### config.mk
export PLATFORM = sky130hd
export DESIGN_NAME = vminmax_reduce
export DESIGN_NICKNAME = d
export VERILOG_FILES = /design/src/rtl/vminmax_reduce.sv
export SDC_FILE = /design/constraint.sdc
export NUM_CORES = 1
export LEC_CHECK = 0
export CAP_MARGIN = 40
export CELL_PAD_IN_SITES_DETAIL_PLACEMENT = 1
export CELL_PAD_IN_SITES_GLOBAL_PLACEMENT = 2
export CORE_MARGIN = 5
export CORE_UTILIZATION = 39
export CTS_BUF_LIST = sky130_fd_sc_hd__clkbuf_16
export CTS_CLUSTER_DIAMETER = 50
export DETAILED_ROUTE_END_ITERATION = 12
export GPL_TIMING_DRIVEN = 0
export PLACE_DENSITY_LB_ADDON = 0.25
export SETUP_SLACK_MARGIN = 0.2
export SLEW_MARGIN = 20
export SYNTH_ARGS = -nofsm -noshare
export SYNTH_HDL_FRONTEND = slang
export SYNTH_SLANG_ARGS = --single-unit
### constraint.sdc
create_clock -name clk -period 25.8 [get_ports clk]
set_input_delay 7.74 -clock clk [delete_from_list [all_inputs] [get_ports clk]]
set_output_delay 7.74 -clock clk [all_outputs]
set_load 0.01 [all_outputs]
### src/rtl/vminmax_reduce.sv
// vminmax_reduce: multi-beat vector min/max reduction (vredmin[u]/vredmax[u]).
// Stage 1 reduces one beat to a candidate; stage 2 folds candidates into a seeded accumulator.
module vminmax_reduce #(
  parameter int unsigned DATA_WIDTH = 64,
  parameter int unsigned SEW_WIDTH  = 2,
  parameter int unsigned MASK_WIDTH = DATA_WIDTH / 8
) (
  input  logic                  clk,
  input  logic                  rst_n,
  input  logic                  in_valid,
  output logic                  in_ready,
  input  logic [DATA_WIDTH-1:0] in_data,
  input  logic [MASK_WIDTH-1:0] in_mask,
  input  logic [DATA_WIDTH-1:0] in_seed,
  input  logic                  in_first,
  input  logic                  in_last,
  input  logic [SEW_WIDTH-1:0]  in_sew,
  input  logic                  in_signed,
  input  logic                  in_max,
  output logic                  out_valid,
  input  logic                  out_ready,
  output logic [DATA_WIDTH-1:0] out_data
);

  // Keys are 65-bit two's complement so signed and unsigned 64-bit elements share one comparator.
  localparam int KeyW   = 65;
  localparam int Slots  = DATA_WIDTH / 8;
  localparam int Levels = $clog2(Slots);
  localparam int TreeN  = 1 << Levels;

  typedef enum logic [1:0] {StIdle, StAccum, StDrain, StHold} state_e;

  function automatic logic [1:0] clamp_sew(input logic [SEW_WIDTH-1:0] s);
    int unsigned v;
    v = 32'(s);
    return (v > 32'd3) ? 2'd3 : 2'(v);
  endfunction

  function automatic logic [KeyW-1:0] extend(input logic [63:0] v, input logic [1:0] sew,
                                             input logic sgn);
    logic [KeyW-1:0] k;
    unique case (sew)
      2'd0:    k = {{57{sgn & v[7]}}, v[7:0]};
      2'd1:    k = {{49{sgn & v[15]}}, v[15:0]};
      2'd2:    k = {{33{sgn & v[31]}}, v[31:0]};
      default: k = {sgn & v[63], v};
    endcase
    return k;
  endfunction

  function automatic logic better(input logic [KeyW-1:0] a, input logic [KeyW-1:0] b,
                                  input logic mx);
    return mx ? ($signed(a) > $signed(b)) : ($signed(a) < $signed(b));
  endfunction

  function automatic logic [63:0] sew_mask(input logic [1:0] sew);
    logic [63:0] m;
    unique case (sew)
      2'd0:    m = 64'h0000_0000_0000_00FF;
      2'd1:    m = 64'h0000_0000_0000_FFFF;
      2'd2:    m = 64'h0000_0000_FFFF_FFFF;
      default: m = '1;
    endcase
    return m;
  endfunction

  state_e state_q, state_d;

  logic [1:0]            sew_q;
  logic                  signed_q, max_q;
  logic [1:0]            cur_sew;
  logic                  cur_signed, cur_max;
  logic                  idle, accept, take;

  logic                  s1_valid_q, s1_first_q, s1_any_q;
  logic [KeyW-1:0]       s1_cand_q, seed_q;
  logic [KeyW-1:0]       acc_q, acc_d;
  logic [DATA_WIDTH-1:0] out_data_q, out_data_d;

  assign idle     = (state_q == StIdle);
  assign in_ready = idle | (state_q == StAccum);
  assign accept   = in_valid & in_ready;
  // A beat arriving in idle without in_first is dropped.
  assign take     = accept & (in_first | ~idle);

  // The first beat uses the live config; later beats use what it latched.
  assign cur_sew    = idle ? clamp_sew(in_sew) : sew_q;
  assign cur_signed = idle ? in_signed : signed_q;
  assign cur_max    = idle ? in_max : max_q;

  if (DATA_WIDTH > 64) begin : g_wide
    logic unused_seed;
    assign unused_seed = ^in_seed[DATA_WIDTH-1:64];
  end

  // Stage 1: unpack elements into tree leaves
  logic [KeyW-1:0] leaf_key [TreeN];
  logic            leaf_act [TreeN];

  always_comb begin
    for (int i = 0; i < TreeN; i++) begin
      leaf_key[i] = '0;
      leaf_act[i] = 1'b0;
    end
    unique case (cur_sew)
      2'd0: begin
        for (int j = 0; j < DATA_WIDTH / 8; j++) begin
          leaf_key[j] = extend(64'(in_data[j*8 +: 8]), 2'd0, cur_signed);
          leaf_act[j] = in_mask[j];
        end
      end
      2'd1: begin
        for (int j = 0; j < DATA_WIDTH / 16; j++) begin
          leaf_key[j] = extend(64'(in_data[j*16 +: 16]), 2'd1, cur_signed);
          leaf_act[j] = in_mask[j];
        end
      end
      2'd2: begin
        for (int j = 0; j < DATA_WIDTH / 32; j++) begin
          leaf_key[j] = extend(64'(in_data[j*32 +: 32]), 2'd2, cur_signed);
          leaf_act[j] = in_mask[j];
        end
      end
      default: begin
        for (int j = 0; j < DATA_WIDTH / 64; j++) begin
          leaf_key[j] = extend(in_data[j*64 +: 64], 2'd3, cur_signed);
          leaf_act[j] = in_mask[j];
        end
      end
    endcase
  end

  // Pairwise reduction tree; a node takes the upper child only when it is strictly better.
  for (genvar l = 0; l < Levels; l++) begin : g_lvl
    localparam int N = TreeN >> (l + 1);
    logic [KeyW-1:0] k [N];
    logic            a [N];
    for (genvar i = 0; i < N; i++) begin : g_node
      logic [KeyW-1:0] lo_k, hi_k;
      logic            lo_a, hi_a, pick_hi;
      if (l == 0) begin : g_leaf
        assign lo_k = leaf_key[2*i];
        assign hi_k = leaf_key[2*i+1];
        assign lo_a = leaf_act[2*i];
        assign hi_a = leaf_act[2*i+1];
      end else begin : g_inner
        assign lo_k = g_lvl[l-1].k[2*i];
        assign hi_k = g_lvl[l-1].k[2*i+1];
        assign lo_a = g_lvl[l-1].a[2*i];
        assign hi_a = g_lvl[l-1].a[2*i+1];
      end
      assign pick_hi = hi_a & (~lo_a | better(hi_k, lo_k, cur_max));
      assign k[i]    = pick_hi ? hi_k : lo_k;
      assign a[i]    = lo_a | hi_a;
    end
  end

  logic [KeyW-1:0] root_key;
  logic            root_act;
  assign root_key = g_lvl[Levels-1].k[0];
  assign root_act = g_lvl[Levels-1].a[0];

  always_ff @(posedge clk or negedge rst_n) begin
    if (!rst_n) begin
      s1_valid_q <= 1'b0;
      s1_first_q <= 1'b0;
      s1_any_q   <= 1'b0;
      s1_cand_q  <= '0;
      seed_q     <= '0;
      sew_q      <= '0;
      signed_q   <= 1'b0;
      max_q      <= 1'b0;
    end else begin
      s1_valid_q <= take;
      if (take) begin
        s1_first_q <= idle;
        s1_any_q   <= root_act;
        s1_cand_q  <= root_key;
      end
      if (take && idle) begin
        seed_q   <= extend(in_seed[63:0], cur_sew, cur_signed);
        sew_q    <= cur_sew;
        signed_q <= cur_signed;
        max_q    <= cur_max;
      end
    end
  end

  // Stage 2: seed on the first candidate, ties keep the accumulator.
  always_comb begin
    logic [KeyW-1:0] base;
    base  = s1_first_q ? seed_q : acc_q;
    acc_d = acc_q;
    if (s1_valid_q) begin
      acc_d = (s1_any_q && better(s1_cand_q, base, max_q)) ? s1_cand_q : base;
    end
  end

  // Drain waits for stage 1 to empty so the result register sees the final accumulator.
  always_comb begin
    state_d    = state_q;
    out_data_d = out_data_q;
    unique case (state_q)
      StIdle: begin
        if (take) state_d = in_last ? StDrain : StAccum;
      end
      StAccum: begin
        if (accept && in_last) state_d = StDrain;
      end
      StDrain: begin
        if (!s1_valid_q) begin
          state_d    = StHold;
          out_data_d = DATA_WIDTH'(acc_q[63:0] & sew_mask(sew_q));
        end
      end
      StHold: begin
        if (out_ready) state_d = StIdle;
      end
      default: state_d = StIdle;
    endcase
  end

  always_ff @(posedge clk or negedge rst_n) begin
    if (!rst_n) begin
      state_q    <= StIdle;
      acc_q      <= '0;
      out_data_q <= '0;
    end else begin
      state_q    <= state_d;
      acc_q      <= acc_d;
      out_data_q <= out_data_d;
    end
  end

  assign out_valid = (state_q == StHold);
  assign out_data  = out_data_q;

endmodule

==> key figures, run 1 <==
Logic synthesis
  • Asr flop ratio synth: 100%
  • Syn_area_per_cell: 8.27 um2
  • Largest family of logic cells by synthesized area: simple AND/OR/NAND/NOR gates
  • Distinct cell type count after synthesis: 80
  • EDFF count, synth: 0
  • Mux contribution to synthesized area: 4.20%
  • Synth Area in Adders: 16.0%
  • Synthesized Nets: 3,376
  • Synthesized area: 24,200 um2
  • Register area share after synthesis: 27.8%
  • Synth Area in Compound Gates: 22.7%
  • Primary FF master, synth: dfrtp_1
  • Post-Synth Simple-Gate Area: 24.5%
  • Synth Instances: 2,921
  • XOR/XNOR share of the synthesized area: 0.0363%
  • Seq cells post-synth: 268
  • Ys Warns: 0

Clocking
  • CTS root buf: clkbuf_16
  • Skew-Pair Late Insertion Delay: 0.57 ns
  • H-tree depth: 1
  • Worst-path clk slew: 0.06 ns
  • CTS tree: done
  • Clk buf depth: 3
  • # clock sinks: 268
  • Post-CTS setup buffers: 0
  • Cts bufs inserted: 29
  • CTS resizes: 0
  • CTS Hold Bufs: 0

Placed design
  • Port bufs: 209
  • Placed inst area: 27,600 um2
  • Routability cong.: 0.966
  • Dpl ws: 3.10 ns
  • Detailed-placement wirelength estimate: 85,900 um

Detailed routing
  • Post-DRT Antenna Nets: 0
  • Vias per Instance: 6.08
  • Routed WL: 104,000 um
  • Initial DRC Count: 1,432
  • Post-DR wirelength/cell: 26.0 um
  • Initial DRT Pass Iterations: 5
  • Via count: 24,200
  • DRC viols: 0

Finish
  • Share of post-route cells with drive strength above 1: 5.47%
  • Diode count: 0
  • Final Instance Area: 28,500 um2
  • Area grow syn2layout: 18.0%
  • Final core utilization: 46.4%
  • Fin nets: 3,636

Floorplan
  • Die area: 67,000 um2
  • I/O Pins: 212
  • Die Span X: 259 um
  • Starting density of the core: 39.3%
  • Row count: 91
  • Die height: 259 um
  • Core area: 61,500 um2

Timing
  • Final setup viols: 0
  • Clock Skew: 0.0250 ns
  • Slew Limit Fails: 0
  • Final Hold Vio Count: 0
  • Slew HR: 41.5%
  • Setup ws final: 3.57 ns
  • RSZ-0062 raised after global routing: false
  • Fin crit share: 86.2%
  • Final worst path period need: 22.23 ns
  • Max Clk Rate: 45.0 MHz
  • Post-Route Setup TNS: 0 ns
  • Worst-Margin Slew: 0.877 ns

Setup path
  • Crit end category: flop
  • Crit-path max FO: 33
  • Startpoint Class: primary input
  • Slowest cell on crit path: a31o_2
  • Reg2reg end: s1_cand_q[49]
  • RR Startpoint: state_q[1]
  • Worst reg-to-reg path cell count: 49
  • Critical path arrival: 22.71 ns
  • Slowest Stage Delay on Critical Path: 0.75 ns
  • R2R setup slack: 10.06 ns
  • Cell repeated most along the worst path: clkbuf_1
  • Critical path class: primary input to flop
  • Required time of the critical path: 26.28 ns

Worst hold path
  • HP Start: out_data[25]
  • Worst Hold Path Cells: 2
  • Worst Hold Endpoint: out_data[25]
  • HP Class: flop to flop

Global route
  • Pin count of the biggest net entering global routing: 61
  • Vias in the first global route: 25,500
  • First-pass GRT wire length: 157,000 um
  • Initial antenna violation count: 2
  • Grt ovf: 0
  • Tot GR Track Use: 29.9%

Run status
  • Outcome: finished, final reports clean

Job
  • Total of max-cap violations: 0
## registers in the layout (all words and copies together) (netlist names)
register and count:
out_data 64, sew_q 2, signed_q 1, max_q 1
s1_first_q 1, seed_q 65, s1_valid_q 1, state_q 2
s1_cand_q 65, s1_any_q 1, acc_q 65
## kinds of logic after synthesis
| kind of cell | count (synthesis) |
|---|---|
| simple gates | 1181 |
| compound gates | 788 |
| fa+ha+maj | 309 |
| buf+inv | 285 |
| flops | 268 |
| mux | 89 |
| xor+xnor | 1 |
## cell type report
type,count,area (um2)
buffer,204,845
tap,790,988
clock inverter,22,215
fill,7344,33000
clock buffer,29,726
inverter,81,304
multi-input combinational,2368,16300
timing repair buffer,229,2390
sequential,268,6710
## layer usage
metal | part of all wire [%] | routed length [um] | GRT usage [%]
met1 | 43 | 44800 | 38.5
met2 | 48 | 49700 | 51.9
met3 | 4.3 | 4460 | 2.75
met4 | 4.6 | 4790 | 11.5
met5 | 0 | 0 | 0
## through the flow
| stage | std cells | hold WS (ns) |
|---|---|---|
| 5_1_grt | 3991 | 0.509 |
| 3_5_place_dp | 3938 | 0.475 |
| 3_3_place_gp | 3920 | 0.464 |
| 4_1_cts | 3989 | 0.489 |
| 6_report | 3991 | 0.483 |
| 2_1_floorplan | 2921 | 0.462 |
## worst max-delay path: cells and delay by family
family          cells  cell delay [ns]
fa+ha+maj           3             0.92
buf+inv            13             4.43
simple gates       14             3.77
mux                 3             0.80
compound gates     14             4.98
## layout by cell type (no fill, tap or decap), types with 80 or more instances in the layout
cell type,synthesis,layout
nand2b_1,137,137
a21oi_1,223,223
dfrtp_1,268,268
ha_1,309,309
nor2_1,230,229
o21ai_0,109,109
inv_1,80,80
nand2_1,380,380
nand4_1,129,129
clkdlybuf4s50_1,0,208
clkbuf_1,159,159
and2_1,87,87
## how the worst max path moves through the flow
stage | end | cells past startpoint | slack [ns] | startpoint
after detailed placement | s1_cand_q[38] | 50 | 3.10 | in_sew[0]
after global placement | s1_cand_q[34] | 50 | 3.35 | in_sew[0]
after CTS | s1_cand_q[49] | 50 | 3.63 | in_sew[0]
after floorplan | s1_cand_q[22] | 49 | 8.12 | in_sew[0]
after global routing | s1_cand_q[49] | 50 | 2.88 | in_sew[0]
final | s1_cand_q[49] | 47 | 3.57 | in_sew[1]
## cells in the mapped netlist, drive strengths merged, types with 5 or more instances
| master | n | share of area, % |
|---|---|---|
| dfrtp | 268 | 28 |
| o21ai | 112 | 2.3 |
| a21o | 72 | 2.2 |
| o32ai | 5 | 0.18 |
| ha | 309 | 16 |
| a32oi | 66 | 2.4 |
| or2 | 7 | 0.18 |
| nor2 | 230 | 3.6 |
| and3 | 7 | 0.18 |
| nand3b | 67 | 2.1 |
| o31ai | 10 | 0.31 |
| nand2b | 137 | 3.5 |
| mux2i | 45 | 1.9 |
| a31oi | 7 | 0.18 |
| nor4 | 10 | 0.32 |
| or3 | 35 | 0.91 |
| nand4 | 131 | 3.4 |
| mux2 | 44 | 2.3 |
| a211oi | 18 | 0.58 |
| nor2b | 5 | 0.13 |
| and4 | 5 | 0.18 |
| clkbuf | 159 | 2.5 |
| nand2 | 380 | 5.9 |
| and2 | 87 | 2.3 |
| nand3 | 49 | 1.0 |
| a31o | 6 | 0.22 |
| a22o | 41 | 1.5 |
| inv | 80 | 1.2 |
| nor3 | 26 | 0.60 |
| a21oi | 224 | 4.7 |
| o21a | 12 | 0.37 |
| buf | 45 | 1.0 |
| a21boi | 75 | 2.3 |
| a311oi | 9 | 0.33 |
| a221o | 43 | 1.8 |
| a2111oi | 5 | 0.18 |
| o211ai | 23 | 0.90 |
| a221oi | 16 | 0.58 |
Power of run 1 is left out: the tool's default activity adds up to more than one toggle a clock period on the data nets, which glitch-free logic cannot reach.
==> run 2: changes to the inputs <==
--- a/config.mk
+++ b/config.mk
@@ -9,7 +9,7 @@
 export CELL_PAD_IN_SITES_DETAIL_PLACEMENT = 1
 export CELL_PAD_IN_SITES_GLOBAL_PLACEMENT = 2
 export CORE_MARGIN = 5
-export CORE_UTILIZATION = 39
+export CORE_UTILIZATION = 35
 export CTS_BUF_LIST = sky130_fd_sc_hd__clkbuf_16
 export CTS_CLUSTER_DIAMETER = 50
 export DETAILED_ROUTE_END_ITERATION = 12
==> run 2 against run 1 <==
Net effect:
- clock skew shrank 0.0065 ns
- critical path type unchanged
- die area rose by 11%
- global-route usage is 2.9 points lower
- largest cell class unchanged
- first-iteration DRC count is 0.35% lower
- hold slack lost 0.0032 ns
- via count shrank 0.21%
- clock-buffer cell count rose by 2
==> key figures, run 2 (synthesized netlist as in run 1, its figures left out) <==
Run status
  • Outcome: finished, final reports clean

Setup path
  • Cell repeated most along the worst path: clkbuf_1
  • Critical path class: primary input to flop
  • R2R setup slack: 9.85 ns (-0.21 ns)
  • Required time of the critical path: 26.31 ns (+0.03 ns)
  • Startpoint Class: primary input
  • Slowest Stage Delay on Critical Path: 0.77 ns (+0.02 ns)
  • Crit end category: flop
  • Kind of cell adding the most delay to the critical path: compound AO/OA/AOI/OAI gates
  • Worst Path Buf+Inv: 14 (+1)
  • Worst reg-to-reg path cell count: 49 (unchanged)
  • Critical path arrival: 22.74 ns (+0.03 ns)
  • Crit-path max FO: 33 (unchanged)
  • Reg2reg end: s1_cand_q[51]
  • Slowest cell on crit path: a31o_2
  • RR Startpoint: state_q[1]

Clocking
  • CTS root buf: clkbuf_16
  • Post-CTS setup buffers: 0 (unchanged)
  • Skew-Pair Late Insertion Delay: 0.58 ns (about the same)
  • Clk buf depth: 3 (unchanged)
  • Cts bufs inserted: 30 (+3.4%)
  • CTS tree: done
  • # clock sinks: 268 (unchanged)
  • H-tree depth: 1 (unchanged)
  • CTS resizes: 0 (unchanged)
  • Worst-path clk slew: 0.06 ns (about the same)
  • CTS Hold Bufs: 0 (unchanged)

Timing
  • Post-Route Setup TNS: 0 ns (unchanged)
  • Setup ws final: 3.57 ns (-0.00487 ns)
  • RSZ-0062 raised after global routing: false
  • Fin crit share: 86.2% (about the same)
  • WHS: 0.480 ns (-0.00317 ns)
  • Slew HR: 40.0% (-1.5 points)
  • Clock Skew: 0.0185 ns (-0.00650 ns)
  • Slew Limit Fails: 0 (unchanged)
  • Final setup viols: 0 (unchanged)
  • Final Hold Vio Count: 0 (unchanged)
  • Max Clk Rate: 45.0 MHz (about the same)
  • Worst-Margin Slew: 0.886 ns (+0.00817 ns)
  • Final worst path period need: 22.23 ns (+0.00487 ns)

Placed design
  • Port bufs: 209 (unchanged)
  • Dpl ws: 2.98 ns (-0.120 ns)
  • Routability cong.: 0.955 (-1.1%)
  • Detailed-placement wirelength estimate: 86,300 um (+0.51%)

Global route
  • Pin count of the biggest net entering global routing: 89 (+46%)
  • Vias in the first global route: 25,300 (-0.90%)
  • Tot GR Track Use: 27.0% (-2.9 points)
  • First-pass GRT wire length: 157,000 um (about the same)
  • Initial antenna violation count: 1 (-1)
  • Grt ovf: 0 (unchanged)

Finish
  • Register Area: 6710 um2 (unchanged)
  • Commonest non-fill, non-tap cell in the layout: nand2_1
  • Diode count: 0 (unchanged)
  • Share of post-route cells with drive strength above 1: 5.65% (+0.18 points)
  • Registers with the most flip-flops: acc_q: 65 flops, s1_cand_q: 65 flops, seed_q: 65 flops
  • Footprint of the multi-input gates: 16,300 um2 (about the same)
  • Final core utilization: 41.9% (-4.5 points)
  • FILL cells: 8,189 (+12%)
  • Area grow syn2layout: 18.7%
  • Fin nets: 3,635 (-0.028%)
  • Commonest cells after routing, fill and taps aside: 380 x nand2_1, 309 x ha_1, 268 x dfrtp_1, 229 x nor2_1, 223 x a21oi_1

Detailed routing
  • Post-DR wirelength/cell: 25.6 um (-1.6%)
  • Via count: 24,200 (-0.21%)
  • DRC viols: 0 (unchanged)
  • Vias per Instance: 5.92 (-2.5%)
  • Routed WL: 104,000 um (+0.70%)
  • Initial DRC Count: 1,427 (-0.35%)
  • Post-DRT Antenna Nets: 0 (unchanged)
  • Initial DRT Pass Iterations: 7 (+2)

Floorplan
  • Die height: 273 um (+5.3%)
  • I/O Pins: 212 (unchanged)
  • Die Span X: 273 um (+5.3%)
  • Row count: 96 (+5.5%)
  • Core area: 68,500 um2 (+11%)
  • Die area: 74,400 um2 (+11%)
  • Starting density of the core: 35.3% (-4.0 points)

Job
  • Total of max-cap violations: 0 (unchanged)

Worst hold path
  • HP Start: out_data[20]
  • Worst Hold Endpoint: out_data[20]
  • HP Class: flop to flop
  • Worst Hold Path Cells: 2 (unchanged)
==> run 2: layout make-up <==
type,count,area share [%]
plain buffers,204,2.94
clock buffers,31,2.70
clock inverters,24,0.942
inverters,81,1.06
multi-input cells,2368,56.9
flip-flops and latches,268,23.4
well taps,882,3.85
repair buffers,227,8.20
==> run 2: metrics by stage <==
stage | cells | cell area [um2]
after floorplan | 2921 | 24200
after global placement | 4012 | 27300
after detailed placement | 4028 | 27600
after CTS | 4083 | 28700
after global routing | 4085 | 28700
final | 4085 | 28700
==> run 2: how the worst max path moves through the flow <==
stage	from	end	slack, ns	depth (start not counted)
floorplan	in_sew[0]	s1_cand_q[22]	8.12	49
global placement	in_sew[0]	s1_cand_q[62]	3.24	47
detailed placement	in_sew[0]	s1_cand_q[45]	2.98	50
CTS	in_sew[0]	s1_cand_q[45]	3.51	50
global route	in_sew[1]	s1_cand_q[52]	2.83	47
finish	in_sew[1]	s1_cand_q[51]	3.57	47
==> run 2: worst register-to-register path: cells and delay by family (launching register included) <==
| kind | cells | cell delay, ns |
|---|---|---|
| AO/OA/AOI/OAI | 15 | 5.50 |
| adder cells (fa/ha/maj) | 4 | 1.39 |
| buffers and inverters | 15 | 4.36 |
| AND/OR/NAND/NOR | 13 | 3.56 |
| multiplexers | 2 | 0.67 |
| flip-flops | 1 | 0.42 |
==> run 2: routing by layer <==
metal  vias to the layer above  track usage [%]  part of all wire, %
li1                      11300                -                    -
met1                     12200             35.0                   44
met2                       623             47.2                   48
met3                       164             2.18                  4.0
met4                         0             9.65                  4.1
met5                         -                0                    0
Power of run 2 is left out for the same reason.
==> run 3: changes to the inputs <==
--- a/config.mk
+++ b/config.mk
@@ -9,12 +9,12 @@
 export CELL_PAD_IN_SITES_DETAIL_PLACEMENT = 1
 export CELL_PAD_IN_SITES_GLOBAL_PLACEMENT = 2
 export CORE_MARGIN = 5
-export CORE_UTILIZATION = 35
+export CORE_UTILIZATION = 39
 export CTS_BUF_LIST = sky130_fd_sc_hd__clkbuf_16
-export CTS_CLUSTER_DIAMETER = 50
+export CTS_CLUSTER_DIAMETER = 120
 export DETAILED_ROUTE_END_ITERATION = 12
 export GPL_TIMING_DRIVEN = 0
-export PLACE_DENSITY_LB_ADDON = 0.25
+export PLACE_DENSITY_LB_ADDON = 0.1
 export SETUP_SLACK_MARGIN = 0.2
 export SLEW_MARGIN = 20
 export SYNTH_ARGS = -nofsm -noshare
==> run 3 against run 2 <==
Net effect:
- largest cell class unchanged
- global-route usage increased by 3.5 points
- non-clock buffer count decreased by 2
- critical path depth increased by 2
- register-to-register slack about the same
- core utilization increased by 4.2 points
- first-iteration DRC count increased by 6.0%
- clock skew decreased by 0.0052 ns
==> key figures, run 3 (synthesized netlist as in run 1, its figures left out) <==
Run status
  • Outcome: finished, final reports clean

Clocking
  • # clock sinks: 268 (unchanged)
  • CTS Hold Bufs: 0 (unchanged)
  • Worst-path clk slew: 0.07 ns (about the same)
  • CTS root buf: clkbuf_16
  • CTS tree: done
  • H-tree depth: 1 (unchanged)
  • CTS resizes: 0 (unchanged)
  • Skew-Pair Late Insertion Delay: 0.57 ns (about the same)
  • Post-CTS setup buffers: 0 (unchanged)
  • Clk buf depth: 3 (unchanged)
  • Cts bufs inserted: 27 (-10%)

Finish
  • Registers with the most flip-flops: acc_q: 65 flops, s1_cand_q: 65 flops, seed_q: 65 flops
  • FILL cells: 7,315 (-11%)
  • Fin nets: 3,630 (-0.14%)
  • Final Instance Area: 28,300 um2 (-1.2%)
  • Share of post-route cells with drive strength above 1: 5.32% (-0.33 points)
  • Commonest non-fill, non-tap cell in the layout: nand2_1
  • Commonest cells after routing, fill and taps aside: 380 x nand2_1, 309 x ha_1, 268 x dfrtp_1, 229 x nor2_1, 223 x a21oi_1
  • Area grow syn2layout: 17.3%

Timing
  • Final worst path period need: 22.60 ns (+0.369 ns)
  • Final setup viols: 0 (unchanged)
  • Worst-Margin Slew: 0.924 ns (+0.0381 ns)
  • WHS: 0.479 ns (-0.00111 ns)
  • Post-Route Setup TNS: 0 ns (unchanged)
  • Fin crit share: 87.6% (+1.4 points)
  • Slew Limit Fails: 0 (unchanged)
  • Final Hold Vio Count: 0 (unchanged)
  • Setup ws final: 3.20 ns (-0.369 ns)
  • RSZ-0062 raised after global routing: false
  • Max Clk Rate: 44.2 MHz (-1.6%)
  • Clock Skew: 0.0133 ns (-0.00520 ns)
  • Slew HR: 37.8% (-2.3 points)

Global route
  • Pin count of the biggest net entering global routing: 98 (+10%)
  • GR Util met1: 40.7% (+5.6 points)
  • Tot GR Track Use: 30.5% (+3.5 points)
  • GR peak layer: met2
  • Vias in the first global route: 25,500 (+0.85%)
  • Met2 usage: 52.7% (+5.5 points)
  • First-pass GRT wire length: 159,000 um (+1.5%)
  • Initial antenna violation count: 3 (+2)
  • Grt ovf: 0 (unchanged)
  • Met3 Usage GRT: 2.23% (+0.054 points)

Setup path
  • Slowest Stage Delay on Critical Path: 0.67 ns (-0.10 ns)
  • Crit end category: flop
  • Critical path arrival: 23.10 ns (+0.36 ns)
  • Slowest cell on crit path: mux2i_1
  • Required time of the critical path: 26.30 ns (about the same)
  • Crit-path max FO: 10 (-70%)
  • Startpoint Class: primary input
  • Cell repeated most along the worst path: clkbuf_1
  • Critical path class: primary input to flop

Job
  • Total of max-cap violations: 0 (unchanged)

Placed design
  • Detailed-placement wirelength estimate: 87,900 um (+1.7%)
  • Routability cong.: 1.00 (+4.7%)
  • Dpl ws: 2.69 ns (-0.287 ns)
  • Port bufs: 209 (unchanged)
  • Placed inst area: 27,400 um2 (-0.63%)

Floorplan
  • Die area: 67,000 um2 (-9.9%)
  • Row count: 91 (-5.2%)
  • Core area: 61,500 um2 (-10%)
  • Starting density of the core: 39.3% (+4.0 points)
  • Die height: 259 um (-5.1%)
  • I/O Pins: 212 (unchanged)
  • Die Span X: 259 um (-5.1%)

Detailed routing
  • Post-DRT Antenna Nets: 0 (unchanged)
  • Via count: 24,500 (+1.2%)
  • DRC viols: 0 (unchanged)
  • Routed WL: 107,000 um (+2.0%)
  • Vias per Instance: 6.15 (+3.8%)
  • Initial DRC Count: 1,513 (+6.0%)
  • Post-DR wirelength/cell: 26.8 um (+4.6%)
  • Initial DRT Pass Iterations: 5 (-2)

Worst hold path
  • HP Class: flop to flop
[run 3: changes by cell type in the layout (fill, tap and decap cells not counted), sizes merged]
cell	change
diode	+1
inv	+1
clkbuf	-3
bufinv	-1
clkinv	-3
buf	-3
[run 3: final timing paths]
| path | start | slack, ns | cells after the start | to |
|---|---|---|---|---|
| max in group asynchronous | rst_n | 17.63 | 2 | acc_q[8] |
| max reg2reg | state_q[0] | 9.85 | 50 | s1_cand_q[63] |
| min reg2reg | out_data[26] | 0.48 | 2 | out_data[26] |
| max | in_sew[0] | 3.20 | 49 | s1_cand_q[63] |
| min | out_data[26] | 0.48 | 2 | out_data[26] |
| min in group asynchronous | rst_n | 7.19 | 1 | seed_q[42] |
[run 3: layout make-up]
class	count	area [um2]	area share, %
Antenna cell	1	2.50	0.00883
Buffer	204	845	2.98
Clock buffer	27	676	2.39
Clock inverter	21	193	0.680
Inverter	81	304	1.07
Multi-Input combinational cell	2368	16300	57.6
Sequential cell	268	6710	23.7
Tap cell	790	988	3.49
Timing Repair Buffer	225	2290	8.08
[run 3: routing by layer]
metal | vias to the layer above | share of wire [%]
li1 | 11200 | -
met1 | 12400 | 44
met2 | 688 | 48
met3 | 182 | 4.2
met4 | 2 | 4.0
met5 | - | 0.012
[run 3: through the flow]
stage          utilization, %  instances
6_report                 46.1       3985
5_1_grt                  46.1       3984
4_1_cts                  46.0       3982
3_5_place_dp             44.6       3934
3_3_place_gp             44.3       3920
2_1_floorplan               -       2921
[run 3: worst max-delay path, delay by kind of cell]
kind	cells	cell delay [ns]
AO/OA/AOI/OAI	14	4.36
adder cells (fa/ha/maj)	3	1.04
buffers and inverters	12	3.60
multiplexers	3	1.32
AND/OR/NAND/NOR	17	5.00
Power of run 3 is left out for the same reason.
